$ cat src/rtl/game_flow_controller.sv
// Frog game sequencer: start/play/death/pause/over/win flow, lives tracking and timed freezes.
// Outputs are registered and decoded from the next state so they move on the same edge as the state.
module game_flow_controller #(
  parameter int unsigned LIVES_INI   = 3,
  parameter int unsigned DEATH_TICKS = 25000000,
  parameter int unsigned PAUSE_TICKS = 12500000,
  parameter int unsigned MAX_LEVEL   = 9,
  parameter int unsigned CNT_W       = 25
) (
  input  logic       i_Clk,
  input  logic       i_Rst_N,
  input  logic       i_Start,
  input  logic       i_Has_Collided,
  input  logic       i_Level_Up,
  input  logic [3:0] i_Score,
  output logic       o_Game_Active,
  output logic       o_Freeze,
  output logic [1:0] o_Lives,
  output logic       o_Game_Over,
  output logic       o_Win,
  output logic [2:0] o_State
);

  localparam int unsigned SCORE_W = 5;

  typedef enum logic [2:0] {
    ST_IDLE  = 3'd0,
    ST_PLAY  = 3'd1,
    ST_DEATH = 3'd2,
    ST_PAUSE = 3'd3,
    ST_OVER  = 3'd4,
    ST_WIN   = 3'd5
  } state_e;

  state_e               state_q, state_d;
  logic [CNT_W-1:0]     cnt_q, cnt_d;
  logic [1:0]           lives_q, lives_d;
  logic                 start_q;
  logic                 start_rise;
  logic [SCORE_W-1:0]   score_next;
  logic                 game_active_q, freeze_q, game_over_q, win_q;

  assign start_rise = i_Start & ~start_q;
  // The mover bumps the score in the same cycle it pulses level-up, so compare against score+1.
  assign score_next = SCORE_W'(i_Score) + SCORE_W'(1);

  // Next-state, counter and lives logic; counter defaults to zero so every state entry clears it.
  always_comb begin
    state_d = state_q;
    cnt_d   = '0;
    lives_d = lives_q;
    case (state_q)
      ST_IDLE: begin
        if (start_rise) begin
          state_d = ST_PLAY;
          lives_d = 2'(LIVES_INI);
        end
      end
      ST_PLAY: begin
        if (i_Has_Collided) begin
          if (lives_q <= 2'd1) begin
            state_d = ST_OVER;
            lives_d = 2'd0;
          end else begin
            state_d = ST_DEATH;
            lives_d = lives_q - 2'd1;
          end
        end else if (i_Level_Up) begin
          if (score_next >= SCORE_W'(MAX_LEVEL)) state_d = ST_WIN;
          else                                   state_d = ST_PAUSE;
        end
      end
      ST_DEATH: begin
        if (cnt_q == CNT_W'(DEATH_TICKS - 1)) state_d = ST_PLAY;
        else                                   cnt_d   = cnt_q + CNT_W'(1);
      end
      ST_PAUSE: begin
        if (cnt_q == CNT_W'(PAUSE_TICKS - 1)) state_d = ST_PLAY;
        else                                   cnt_d   = cnt_q + CNT_W'(1);
      end
      ST_OVER, ST_WIN: begin
        if (start_rise) state_d = ST_IDLE;
      end
      default: state_d = ST_IDLE;
    endcase
  end

  // Start edge register resets high so a switch held through reset does not launch a game.
  always_ff @(posedge i_Clk or negedge i_Rst_N) begin
    if (!i_Rst_N) begin
      state_q       <= ST_IDLE;
      cnt_q         <= '0;
      lives_q       <= 2'(LIVES_INI);
      start_q       <= 1'b1;
      game_active_q <= 1'b0;
      freeze_q      <= 1'b1;
      game_over_q   <= 1'b0;
      win_q         <= 1'b0;
    end else begin
      state_q       <= state_d;
      cnt_q         <= cnt_d;
      lives_q       <= lives_d;
      start_q       <= i_Start;
      game_active_q <= (state_d == ST_PLAY);
      freeze_q      <= (state_d != ST_PLAY);
      game_over_q   <= (state_d == ST_OVER);
      win_q         <= (state_d == ST_WIN);
    end
  end

  assign o_Game_Active = game_active_q;
  assign o_Freeze      = freeze_q;
  assign o_Lives       = lives_q;
  assign o_Game_Over   = game_over_q;
  assign o_Win         = win_q;
  assign o_State       = state_q;

endmodule

$ cat config.mk
export PLATFORM = sky130hd
export DESIGN_NAME = game_flow_controller
export DESIGN_NICKNAME = d
export VERILOG_FILES = /design/src/rtl/game_flow_controller.sv
export SDC_FILE = /design/constraint.sdc
export NUM_CORES = 1
export LEC_CHECK = 0
export ABC_AREA = 1
export BUFFER_PORTS_ARGS = -buffer_cell sky130_fd_sc_hd__buf_4
export CAP_MARGIN = 25
export CORE_MARGIN = 2
export CORE_UTILIZATION = 59
export CTS_BUF_LIST = sky130_fd_sc_hd__clkbuf_16
export DETAILED_ROUTE_END_ITERATION = 8
export GPL_TIMING_DRIVEN = 1
export HOLD_SLACK_MARGIN = 0.1
export PLACE_DENSITY = 0.84
export REMOVE_ABC_BUFFERS = 1
export SKIP_CTS_REPAIR_TIMING = 1
export SLEW_MARGIN = 20
export SYNTH_ARGS = -nofsm -noshare
export SYNTH_HDL_FRONTEND = slang
export SYNTH_SLANG_ARGS = --single-unit
$ cat constraint.sdc
create_clock -name i_Clk -period 2.1 [get_ports i_Clk]
set_input_delay 0.105 -clock i_Clk [delete_from_list [all_inputs] [get_ports i_Clk]]
set_output_delay 0.105 -clock i_Clk [all_outputs]
set_load 0.005 [all_outputs]
==> out/results.env, run 1 <==
YS_SEQ_ELEMENTS=35
FIRST_PASS_GRT_WIRE_LENGTH_UM=8252
SYNTH_TOP_FAMILY_BY_AREA='simple AND/OR/NAND/NOR gates'
POST-LAYOUT-TOTAL-POWER_mW=2.201
ROUTE.DETAILED.WL_PER_INST_UM=13.21
SYNTHSIMPLEGATEAREAFRAC_PCT=40.10
LAYOUT.CELLS.MOST_COMMON_LIST='nand2_1 (68), nor2_1 (55), inv_1 (42), dfrtp_1 (31), buf_4 (18)'
FINAL_PERIOD_MINUS_WORST_SETUP_SLACK_PS=1790
YS_SEQ_AREA_SHARE_PCT=40.98
CRITICAL_PATH.SLOWEST_CELL='dfrtp_1'
CRIT_ARRIVAL_PS=2000
NETLIST-CELL-TYPE-COUNT=30
NUMCTSBUFFERS=5
MULTIINPUTGATEAREA_UM2=1057
HTREE_NUM_LEVELS=2
FLOORPLAN.DIE_AREA_UM2=4142
MAX_CAP_VIOLATIONS=0
MAX-CLOCK-PATH-BUFFERS=2
CRIT_TOP_CELL='nand2_1'
POST_SYNTH_MAIN_AREA_CONTRIBUTORS='dfrtp_1 (36%), nand2_1 (12%), nor2_1 (9.6%), inv_1 (7.3%), dfstp_2 (4.9%)'
CRIT_REQUIRED_PS=2310
FILLERS=278
FINAL.SETUP.TNS_PS=0
CP_MAX_FO=16
LAYOUT.NETS=334
INITIAL_ANTENNA_VIOLATION_COUNT=0
FINALCLOCKSKEW_PS=5.730
POST-DP-HPWL_UM=3416
CLK_ROOT_BUFFER_CELL='clkbuf_16'
ROUTABILITYCONGESTION=0.9327
FINALHOLDVIOLCOUNT=0
TYPE_OF_THE_WORST_SETUP_PATH='reg -> reg'
SYN-CELL-AREA_UM2=2150
SETUP-VIOLATIONS-FINAL=0
MIN_PATH_TYPE='in -> reg'
FLOORPLAN.INITIALDENSITY_PCT=62.93
WORST_PIN_SLEW_PS=506.3
DRT-INITIAL-DRC-COUNT=139
SYN_TO_FINAL_GROWTH_PCT=14.73
SYNTHADDERAREAFRAC_PCT=1.746
VIAS_PER_CELL=5.388
WORST_SLEW_MARGIN_REL_PCT=66.25
AREA.SEQUENTIAL_UM2=880.8
WORST_PATH_LARGEST_CELL_DELAY_PS=370
ROUTED-VIA-COUNT=1988
XOR_AND_XNOR_AREA_SHARE_AFTER_SYNTHESIS_PCT=1.630
MIN_PERIOD_OVER_PERIOD_PCT=85.22
SYNTH-COMPOUND-AREA-SHARE_PCT=5.704
IOPINCOUNT=18
ANTENNADIODECOUNT=0
SINKS_ON_CLOCK_NET=35
NON_FILLER_CELL_AREA_FINAL_UM2=2466
CHIPWIDTH_UM=64.36
SHARE_OF_YOSYS_CELL_AREA_CLAIMED_BY_THE_TOP_AREA_CELL_TYPE_PCT=36.09
FINAL-MAX-SLEW-VIOLATION-COUNT=0
PLACEMENT.CELL_AREA_UM2=2306
CRIT_FAMILY='simple AND/OR/NAND/NOR gates'
CRITICAL_PATH.ENDPOINT_TYPE='flip-flop'
FIRST_GLOBAL_VIAS=1837
STATUS='complete, no violations'
VDD_DROP_MAX_mV=0.6656
GROUTE.USAGE.OVERALL_PCT=26.20
DRTANTENNAVIOLNETS=0
FIRSTDRTPASSITERS=6
CRITICAL_PATH.CELL_CHAIN='ha_1 -> nand2_2 -> nor2_4 -> nand2_1 -> nor2_2 -> nand2_1 -> nand2_1 -> nand2_2 -> inv_4 -> nand3_2 -> nor2_1'
POWERDENSITY_nW_PER_UM2=892.6
CRITICAL_PATH_BUF_INV_COUNT=1
CRITPATHLAUNCHTYPE='flip-flop'
GRT_SETUP_UNREPAIRED='false'
CTS_TREE='done'
PLACEMENT_ROWS=21
FINAL_LAYOUT_SIZE_SUFFIX_GT1_SHARE_PCT=17.03
MUX_CELL_AREA_SHARE_AFTER_SYNTHESIS_PCT=0
PLACEMENT.IO_BUFFERS=17
CTS.REPORTEDPATHS.CLKPINSLEW_PS=50
SYNTH.YOSYS.WARNINGS=0
LAYOUT.CELLS.MOST_COMMON='nand2_1'
CLOCK_INSERTION_DELAY_WORST_SKEW_PS=280
CELLLEAKAGEPOWER_nW=1.158
POSTSYNTHCELLCOUNT=298
SYN_AVG_CELL_AREA_UM2=7.213
DRC_VIOLATIONS_LEFT=0
ROUTED_WL_UM=4874
CORE_AREA_UM2=3416
GRT.OVERFLOW.TOTAL=0
VERTICAL_DIE_DIMENSION_UM=64.36
MAX_FREQ_MHz=558.8
PIN_COUNT_OF_THE_BIGGEST_NET_ENTERING_GLOBAL_ROUTING=36
YOSYSTOPAREACELL='dfrtp_1'
[power by group]
group          internal (mW)  leakage (nW)  switching [mW]
combinational          0.239         0.614           0.407
clock                  0.432        0.0733           0.260
sequential             0.781         0.470          0.0822
[kinds of logic after synthesis]
logic type,Yosys count
AO/OA/AOI/OAI,23
adder cells (fa/ha/maj),3
AND/OR/NAND/NOR,184
flip-flops,35
buffers and inverters,49
XOR/XNOR,4
[registers in the layout (all words and copies together), names as in the netlist]
register       count
cnt_q             25
o_Freeze           1
o_Game_Active      1
o_Game_Over        1
o_Lives            2
o_State            3
o_Win              1
start_q            1
[cells in the mapped netlist, drive strengths merged]
library cell and n:
nor3b 1, and3 1, nor3 17, inv 46, dfstp 4, a21oi 11, nand4 10, o21a 1
nor2 63, xor2 4, nand2 74, ha 3, o21ai 8, buf 3, a31oi 2, dfrtp 31
o31ai 1, nand3 18
[cell type report]
type | instances | share of cell area, %
repair buffers | 20 | 6.291
flip-flops and latches | 35 | 35.72
clock inverters | 3 | 0.6088
inverters | 46 | 7.103
clock buffers | 5 | 5.074
multi-input cells | 214 | 42.87
well taps | 46 | 2.334
[layer usage]
layer  share of wire (%)  track usage (%)  vias up
met3                 7.1            6.338       13
li1                    -                -      985
met5                   0                0        -
met1                  43            34.57      895
met2                  48            42.71       95
met4                 2.1            8.245        0
[tightest hold or removal path, delay by kind of cell]
family                 cells  cell delay (ps)
AO/OA/AOI/OAI              2              280
buffers and inverters      1              100
AND/OR/NAND/NOR            1               60
[path summary, 6_finish.rpt]
kind,startpoint,to,slack (ps),cells after the start
max,cnt_q[0],o_Game_Active,310,11
min reg2reg,cnt_q[0],cnt_q[0],470,1
min in group asynchronous,i_Rst_N,cnt_q[16],340,2
max in group asynchronous,i_Rst_N,o_Lives[1],1430,2
min,i_Has_Collided,o_Lives[0],270,4
max reg2reg,cnt_q[0],o_Game_Active,310,11
[stage by stage]
stage | cells | hold slack (ps) | setup WS, ps | util [%]
finish | 369 | 267.0 | 310.5 | 72.20
global route | 369 | 314.0 | 90.09 | 72.20
CTS | 367 | -217.3 | 323.8 | 71.61
detailed placement | 359 | 76.95 | 352.1 | 67.51
global placement | 359 | 73.41 | 411.3 | 67.51
floorplan | 295 | -190.6 | 566.5 | -
Note: power is estimated with default switching activity, not from simulation.
==> run 2, diff against run 1 <==
Settings changed: RECOVER_POWER from default to 50, REMOVE_ABC_BUFFERS 1 to default.
==> run 2 against run 1 <==
Effect of this change:
- non-clock buffer count did not move
- critical path type unchanged
- highest routed layer unchanged
- wire length fell by 1.5%
- clock power grew 1%
- sequential share of layout area hardly changed
- clock skew increased by 2.0 ps
- largest power group unchanged
==> out/results.env, run 2 (same netlist as run 1, synthesis figures left out) <==
FIRSTDRTPASSITERS=4
PLACEMENT.IO_BUFFERS=17
POWERDENSITY_nW_PER_UM2=892.1
SETUP-VIOLATIONS-FINAL=0
DRTANTENNAVIOLNETS=0
CORE_AREA_UM2=3416
REGISTERS.TOP_BY_FF_COUNT='cnt_q'
CRIT_ARRIVAL_PS=2030
DRT-INITIAL-DRC-COUNT=143
FINALHOLDVIOLCOUNT=0
FINAL_LAYOUT_SIZE_SUFFIX_GT1_SHARE_PCT=17.03
FINAL.SETUP.TNS_PS=0
AREA.SEQUENTIAL_UM2=880.8
SYN_TO_FINAL_GROWTH_PCT=14.61
FINAL_PERIOD_MINUS_WORST_SETUP_SLACK_PS=1819
FIRST_PASS_GRT_WIRE_LENGTH_UM=8273
WORST_PATH_LARGEST_CELL_DELAY_PS=360
NUMCTSBUFFERS=5
LAYOUT.CELLS.MOST_COMMON_LIST='nand2_1 (68), nor2_1 (55), inv_1 (42), dfrtp_1 (31), nor3_1 (15)'
CHIPWIDTH_UM=64.36
HTREE_NUM_LEVELS=2
VIAS_PER_CELL=5.279
MAX_CAP_VIOLATIONS=0
MAX-CLOCK-PATH-BUFFERS=2
TYPE_OF_THE_WORST_SETUP_PATH='reg -> reg'
WHS_PATH_DEPTH=4
MAX_FREQ_MHz=549.8
WORSTREGTOREGCELLS=11
FINISH.UTILIZATION_PCT=72.12
CRITICAL_PATH.CELL_CHAIN='ha_1 -> nand2_2 -> nor2_4 -> nand2_1 -> nor2_2 -> nand2_1 -> nand2_1 -> nand2_2 -> inv_4 -> nand3_2 -> nor2_1'
CELLLEAKAGEPOWER_nW=1.155
CRITPATHLAUNCHTYPE='flip-flop'
CTS.REPORTEDPATHS.CLKPINSLEW_PS=60
GRT_SETUP_UNREPAIRED='false'
FLOORPLAN.INITIALDENSITY_PCT=62.93
IOPINCOUNT=18
PLACEMENT_ROWS=21
CLOCK_INSERTION_DELAY_WORST_SKEW_PS=280
SINKS_ON_CLOCK_NET=35
CRITICAL_PATH.SLOWEST_CELL='dfrtp_1'
ANTENNADIODECOUNT=0
VDD_DROP_MAX_mV=0.6545
LAYOUT.CELLS.MOST_COMMON='nand2_1'
MAPPEDNETLISTNETS=310
CRIT_REQUIRED_PS=2310
DRC_VIOLATIONS_LEFT=0
FIRST_GLOBAL_VIAS=1861
VERTICAL_DIE_DIMENSION_UM=64.36
FF2FF_SETUP_SLACK_PS=280
R2R_END='o_Win'
MULTIINPUTGATEAREA_UM2=1057
FLOORPLAN.DIE_AREA_UM2=4142
MIN_DELAY_WORST_ENDPOINT='o_Lives[0]'
ROUTABILITYCONGESTION=0.9242
GRT.OVERFLOW.TOTAL=0
ROUTED-VIA-COUNT=1948
FINAL-MAX-SLEW-VIOLATION-COUNT=0
ROUTE.DETAILED.WL_PER_INST_UM=13.01
WORST_SLEW_MARGIN_REL_PCT=43.55
CRIT_TOP_CELL='nand2_1'
INITIAL_ANTENNA_VIOLATION_COUNT=0
LAYOUT.NETS=334
MIN_PATH_TYPE='in -> reg'
CLK_ROOT_BUFFER_CELL='clkbuf_16'
HOLD_START='i_Has_Collided'
PIN_COUNT_OF_THE_BIGGEST_NET_ENTERING_GLOBAL_ROUTING=36
FILLERS=280
POST-DP-HPWL_UM=3464
CTS_TREE='done'
GROUTE.USAGE.OVERALL_PCT=26.28
STATUS='complete, no violations'
MIN_PERIOD_OVER_PERIOD_PCT=86.62
FINALCLOCKSKEW_PS=7.699
LARGEST_REGISTER_FFS=25
WORST_PIN_SLEW_PS=846.8
R2R-START='cnt_q[0]'
CP_MAX_FO=16
CRITICAL_PATH.ENDPOINT_TYPE='flip-flop'
ROUTED_WL_UM=4802
run 2: cell count changes in the layout (fill, tap and decap cells not counted), sizes merged:
cell	delta
buf	-5
clkbuf	+5
run 2: critical path, delay by kind of cell (launching register included):
kind | cells | cell delay, ps
and+or+nand+nor | 9 | 960
DFF | 1 | 360
adders and majority gates | 1 | 190
buffers and inverters | 1 | 220
run 2: final cells by class:
| cell class | instances | share of cell area (%) |
|---|---|---|
| Multi-Input combinational cell | 214 | 42.92 |
| Clock buffer | 5 | 5.079 |
| Sequential cell | 35 | 35.75 |
| Timing Repair Buffer | 20 | 6.196 |
| Clock inverter | 3 | 0.6094 |
| Inverter | 46 | 7.110 |
| Tap cell | 46 | 2.336 |
run 2: worst max path at each step:
| stage | start | to | slack [ps] | depth (start not counted) |
|---|---|---|---|---|
| global route | cnt_q[0] | o_Win | 70 | 11 |
| global placement | cnt_q[0] | o_Win | 400 | 11 |
| floorplan | cnt_q[0] | cnt_q[24] | 610 | 10 |
| finish | cnt_q[0] | o_Win | 280 | 11 |
| detailed placement | cnt_q[0] | o_Win | 340 | 11 |
| CTS | cnt_q[0] | o_Win | 290 | 11 |
run 2: stage by stage:
stage | std cells | power (mW) | setup slack (ps) | instance area, um2 | hold WS [ps]
finish | 369 | 2.198 | 281.0 | 2464 | 239.9
global route | 369 | 2.335 | 69.44 | 2464 | 291.2
CTS | 367 | 2.212 | 287.0 | 2446 | -219.4
detailed placement | 359 | 1.497 | 336.2 | 2306 | 77.39
global placement | 359 | 1.476 | 401.1 | 2306 | 72.47
floorplan | 298 | 1.344 | 611.3 | 2150 | -190.6
run 2: per-layer routing:
layer,global-route usage (%),wire length [um],part of all wire [%],vias up
met5,0,0,0,-
met4,9.574,108,2.2,0
met3,6.690,252,5.2,11
met2,41.80,2225,46,52
met1,34.79,2215,46,895
li1,-,-,-,990
run 2: report_power, final:
group          switching, mW  internal (mW)  total [mW]
Combinational          0.399          0.236       0.636
Sequential            0.0823          0.781       0.863
Clock                  0.267          0.432       0.699
